`config.mk`:
```
export PLATFORM = sky130hd
export DESIGN_NAME = serial_pattern_tx
export DESIGN_NICKNAME = d
export VERILOG_FILES = /design/src/rtl/serial_pkg.sv /design/src/rtl/pattern_shifter.sv /design/src/rtl/serial_pattern_tx.sv
export SDC_FILE = /design/constraint.sdc
export NUM_CORES = 1
export LEC_CHECK = 0
export CAP_MARGIN = 10
export CORE_UTILIZATION = 48
export DETAILED_ROUTE_END_ITERATION = 10
export GPL_ROUTABILITY_DRIVEN = 0
export HOLD_SLACK_MARGIN = 0.06
export PLACE_DENSITY = 0.74
export SYNTH_ARGS = -nofsm -noshare
export SYNTH_HDL_FRONTEND = slang
export SYNTH_SLANG_ARGS = --single-unit
```
`constraint.sdc`:
```
create_clock -name clk -period 1.7 [get_ports clk]
set_input_delay 0.17 -clock clk [delete_from_list [all_inputs] [get_ports clk]]
set_output_delay 0.17 -clock clk [all_outputs]
set_load 0.005 [all_outputs]
```
`src/rtl/serial_pkg.sv`:
```
// Shared serial-stream constants: FSM encoding and default geometry used by the
// pattern transmitter and the detector benches.
package serial_pkg;

  localparam int WIDTH_DEF = 8;
  localparam int CNT_W_DEF = 4;
  localparam int GAP_DEF   = 2;

  localparam logic [1:0] ST_IDLE  = 2'd0;
  localparam logic [1:0] ST_SHIFT = 2'd1;
  localparam logic [1:0] ST_GAP   = 2'd2;
  localparam logic [1:0] ST_DONE  = 2'd3;

endpackage

```
`src/rtl/pattern_shifter.sv`:
```
// Parallel-load MSB-first shift register with a down-counting bit index.
// Load and shift take effect on the next edge; no backpressure, load wins over shift.
module pattern_shifter
  import serial_pkg::*;
#(
  parameter int WIDTH = WIDTH_DEF
) (
  input  logic             clk,
  input  logic             rst,
  input  logic             load,
  input  logic             shift,
  input  logic [WIDTH-1:0] load_dat,
  output logic             msb,
  output logic             last
);

  localparam int CW = $clog2(WIDTH);

  logic [WIDTH-1:0] sh;
  logic [CW-1:0]    cnt;

  always_ff @(posedge clk or negedge rst) begin
    if (!rst) begin
      sh  <= '0;
      cnt <= '0;
    end else if (load) begin
      sh  <= load_dat;
      cnt <= CW'(WIDTH - 1);
    end else if (shift) begin
      sh  <= {sh[WIDTH-2:0], 1'b0};
      cnt <= cnt - CW'(1);
    end
  end

  assign msb  = sh[WIDTH-1];
  assign last = (cnt == '0);

endmodule

```
`src/rtl/serial_pattern_tx.sv`:
```
// Serializes a captured pattern MSB-first, R times with GAP idle cycles between repeats.
// First bit one cycle after accepted start, done one cycle after last bit; no backpressure.
module serial_pattern_tx
  import serial_pkg::*;
#(
  parameter int WIDTH = WIDTH_DEF,
  parameter int CNT_W = CNT_W_DEF,
  parameter int GAP   = GAP_DEF
) (
  input  logic             clk,
  input  logic             rst,
  input  logic             start,
  input  logic [WIDTH-1:0] pattern,
  input  logic [CNT_W-1:0] repeat_n,
  output logic             out,
  output logic             out_valid,
  output logic             busy,
  output logic             done
);

  localparam int GW = (GAP < 1) ? 1 : $clog2(GAP + 1);

  logic [1:0]       state;
  logic [WIDTH-1:0] pat_q;
  logic [CNT_W-1:0] rep_cnt;
  logic [GW-1:0]    gap_cnt;
  logic [WIDTH-1:0] load_dat;
  logic             load;
  logic             shift;
  logic             msb;
  logic             last;
  logic             more;

  // rep_cnt still counts the repeat in flight, so "more" means another one follows.
  assign more = (rep_cnt > CNT_W'(1));

  always_comb begin
    load     = 1'b0;
    shift    = 1'b0;
    load_dat = pat_q;
    case (state)
      ST_IDLE: begin
        if (start) begin
          load     = 1'b1;
          load_dat = pattern;
        end
      end
      ST_SHIFT: begin
        if (!last)                 shift = 1'b1;
        else if (more && GAP == 0) load  = 1'b1;
      end
      ST_GAP: begin
        if (gap_cnt == '0) load = 1'b1;
      end
      default: ;
    endcase
  end

  pattern_shifter #(.WIDTH(WIDTH)) u_shifter (
    .clk      (clk),
    .rst      (rst),
    .load     (load),
    .shift    (shift),
    .load_dat (load_dat),
    .msb      (msb),
    .last     (last)
  );

  always_ff @(posedge clk or negedge rst) begin
    if (!rst) begin
      state   <= ST_IDLE;
      pat_q   <= '0;
      rep_cnt <= '0;
      gap_cnt <= '0;
    end else begin
      case (state)
        ST_IDLE: begin
          if (start) begin
            pat_q   <= pattern;
            rep_cnt <= (repeat_n == '0) ? CNT_W'(1) : repeat_n;
            state   <= ST_SHIFT;
          end
        end
        ST_SHIFT: begin
          if (last) begin
            rep_cnt <= rep_cnt - CNT_W'(1);
            if (!more) begin
              state <= ST_DONE;
            end else if (GAP != 0) begin
              state   <= ST_GAP;
              gap_cnt <= GW'(GAP - 1);
            end
          end
        end
        ST_GAP: begin
          if (gap_cnt == '0) state   <= ST_SHIFT;
          else               gap_cnt <= gap_cnt - GW'(1);
        end
        default: state <= ST_IDLE;
      endcase
    end
  end

  // Outputs decode state flops only, never the inputs.
  assign out_valid = (state == ST_SHIFT);
  assign busy      = (state == ST_SHIFT) || (state == ST_GAP);
  assign done      = (state == ST_DONE);
  assign out       = out_valid & msb;

endmodule

```
==> metrics.md, run 1 <==
| Metric | Value |
|---|---|
| Status | `finished clean` |
| Cell total after placement | `190` |
| Number of cells in the finished layout apart from fillers | `199` |
| Final net count | `194` |
| Headroom to the max-slew limit | `76.8%` |
| Origin of the critical flop-to-flop path | `state[0]` |
| Max Root-Sink Buffers | `2` |
| Setup slack, reg-to-reg | `0.04 ns` |
| Pin count of the biggest net entering global routing | `28` |
| Cell chosen for the clock root | `clkbuf_4` |
| Number of buffers inserted by port buffering | `18` |
| Dominant cell type by area after synthesis | `dfrtp_1` |
| Max-slew violation count | `0` |
| Overflow left after global routing | `0` |
| Commonest cells after routing, fill and taps aside | `dfrtp_1 (26), nand2_1 (19), clkdlybuf4s50_1 (14), nor2_1 (12), inv_1 (10)` |
| Startpoint of the worst setup timing path | `state[0]` |
| Start-to-end type of the worst setup path | `reg -> reg` |
| HPWL reported at the end of detailed placement | `2000 µm` |
| Count of endpoints failing setup in the final report | `0` |
| Critical path fanouts, max | `6` |
| Most common library cell in the layout ignoring fill and taps | `dfrtp_1` |
| Worst path required time | `1.92 ns` |
| Slew at the pin with the worst max-slew slack | `0.347 ns` |
| Total inserted antenna cells | `0` |
| Clock tree skew after final layout | `0.00325 ns` |
| Async S/R FF share, synth | `100%` |
| Dominant delay contributor by cell family on the critical path | `flip-flops` |
| Crit path DAT | `1.88 ns` |
| Dpl cell area | `1690 µm²` |
| Avg Vias per Cell | `5.26` |
| Synthesis Warnings | `0` |
| 1st-iter DRT viols | `13` |
| DIE WIDTH | `56.7 µm` |
| Kind of start point of the critical path | `flip-flop` |
| Leakage power | `0.000852 µW` |
| Clock Latency Late Sink | `0.32 ns` |
| Worst Path Buf+Inv | `1` |
| Main area contributors after synthesis | `dfrtp_1 (47%), ha_1 (8.7%), nand2_1 (5.0%)` |
| Post-synthesis cell area | `1430 µm²` |
| Worst hold slack after final layout | `0.190 ns` |
| Wire length per cell after detailed routing | `14.3 µm` |
| Proportion of layout cells with a drive suffix above 1 | `23.8%` |
| Setup WS pre-CTS | `-0.0186 ns` |
| Hold_buf cts | `0` |
| Final design instance area without fill | `1820 µm²` |
| Slowest cell delay on critical path | `0.48 ns` |
| Die Outline Area | `3210 µm²` |
| RSZ-0062 raised after global routing | `yes` |
| Area growth from synthesis to layout | `26.6%` |
| Height of the die | `56.7 µm` |
| Count of cell types in the netlist | `33` |
| CTS tree | `built` |
| Smallest setup slack after layout | `0.0430 ns` |
| Num CTS Buffers | `3` |
| Number of instances in the synthesized netlist | `139` |
| Number of antenna violations at the first check in global routing | `0` |
| Top flip-flop cell by instance count after synthesis | `dfrtp_1` |
| Maximum clock frequency | `0.604 GHz` |
| Area share of the leading cell type in the synthesized netlist | `47.1%` |
| Cell Pwr Density | `1860 nW/µm²` |
| Worst-path cell chain | `ha_4 > buf_6 > and2_4 > a221oi_4 > mux2_4` |
| CP endpoint kind | `flip-flop` |
| Clock slew at reported path FFs | `0.15 ns` |
| Sequential element share of the synthesized area | `47.1%` |
| Sinks on Clock Net | `27` |
| Post-DRT Antenna Nets | `0` |
| Final Hold Violating Endpoints | `0` |
| Final period utilization | `97.5%` |
| Post-Synthesis Mean Instance Area | `10.3 µm²` |
| Number of ports placed on the die boundary | `19` |
| Wire length of the first global-routing pass | `4730 µm` |
| Via total after detailed routing | `1046` |
| Pre-antenna DRT Iters | `4` |
| EDFF count, synth | `0` |
| Placeable Area | `2780 µm²` |
| H-tree depth | `1` |
| Type of the most critical hold path | `in -> async` |
| Fin util | `65.3%` |
| Total wire length | `2850 µm` |
| Total global routing track utilization | `19.3%` |
| Worst IR drop on VDD | `1350 µV` |
| Final worst path period need | `1.66 ns` |
| Number of core rows | `19` |
| Cell type of the slowest stage on the worst timing path | `dfrtp_2` |
| Max-Cap Viols | `0` |
| Flip-flop and latch count after synthesis | `27` |
| Vias in the first global route | `1057` |
| DRC violation count after routing | `0` |
| Total nets after synthesis | `164` |
| Starting density of the core | `51.6%` |
==> power by group <==
group	switching (µW)	internal (µW)
Combinational	934	1010
Sequential	181	971
Clock	195	88.2
==> state kept, by name, indices dropped and copies added, names as in the netlist <==
name           flops
gap_cnt            2
rep_cnt            4
state              2
u_shifter.sh       8
pat_q              8
u_shifter.cnt      3
==> stage by stage <==
stage	setup TNS [ns]	power, µW
2_1_floorplan	0	2310
3_3_place_gp	0	2740
3_5_place_dp	-0.0186	2820
4_1_cts	-0.0335	3330
5_1_grt	-0.0224	3640
6_report	0	3380
==> worst paths after layout <==
| kind | endpoint | depth (start not counted) |
|---|---|---|
| worst max register to register | state[0] | 5 |
| worst min register to register | pat_q[0] | 1 |
| min in group clk | rep_cnt[3] | 3 |
| max in group asynchronous | state[0] | 2 |
| worst max-delay path | state[0] | 5 |
| worst min-delay path | state[1] | 2 |
==> cells in the mapped netlist (all sizes together) (2+ instances only) <==
master	count
a21oi	4
a31oi	8
and2	3
buf	4
dfrtp	27
ha	10
inv	14
mux2	11
mux2i	3
nand2	21
nand2b	4
nor2	12
o21ai	2
o311ai	3
==> routing by layer <==
metal / vias up / routed length, µm / global-route usage [%]
met5: - / 0 / 0
met4: 0 / 24 / 5.23
met3: 4 / 49 / 2.76
met2: 11 / 1450 / 34.8
met1: 503 / 1320 / 23.8
li1: 528 / - / -
==> final cells by class <==
class                      instances  area [µm²]
sequential                        27         677
multi-input combinational         93         729
inverter                          14        52.6
tap                               31        38.8
fill                             234         966
clock buffer                       3        22.5
timing repair buffer              30         290
clock inverter                     1        5.00
==> logic make-up (layout without fill, tap and decap cells) <==
family	count (synthesis)	in the layout	share of synthesized area (%)
and+or+nand+nor	46	46	15.8
DFF	27	27	47.1
AOI/OAI and AO/OA	22	22	11.3
buffers and inverters	19	48	5.76
muxes	14	14	10.7
adders and majority gates	10	10	8.73
xor gates and xnor gates	1	1	0.611
==> repair_timing <==
action | CTS | global route
resized for setup | 15 | 6
endpoints found under the setup margin | 5 | 5
buffers inserted | 2 | 4
pin swaps | 1 | 0
Power figures use the tool's default switching activity.
==> run 2: changes to the inputs <==
Settings changed: SLEW_MARGIN set to 20.
==> results of run 2 <==
The final DEF is identical to that of run 1; final timing and power are the same.
==> run 3: changes to the inputs <==
Settings changed: ABC_CLOCK_PERIOD_IN_PS set to 1700.
==> results of run 3 <==
The final DEF is identical to that of run 1; final timing and power are the same.
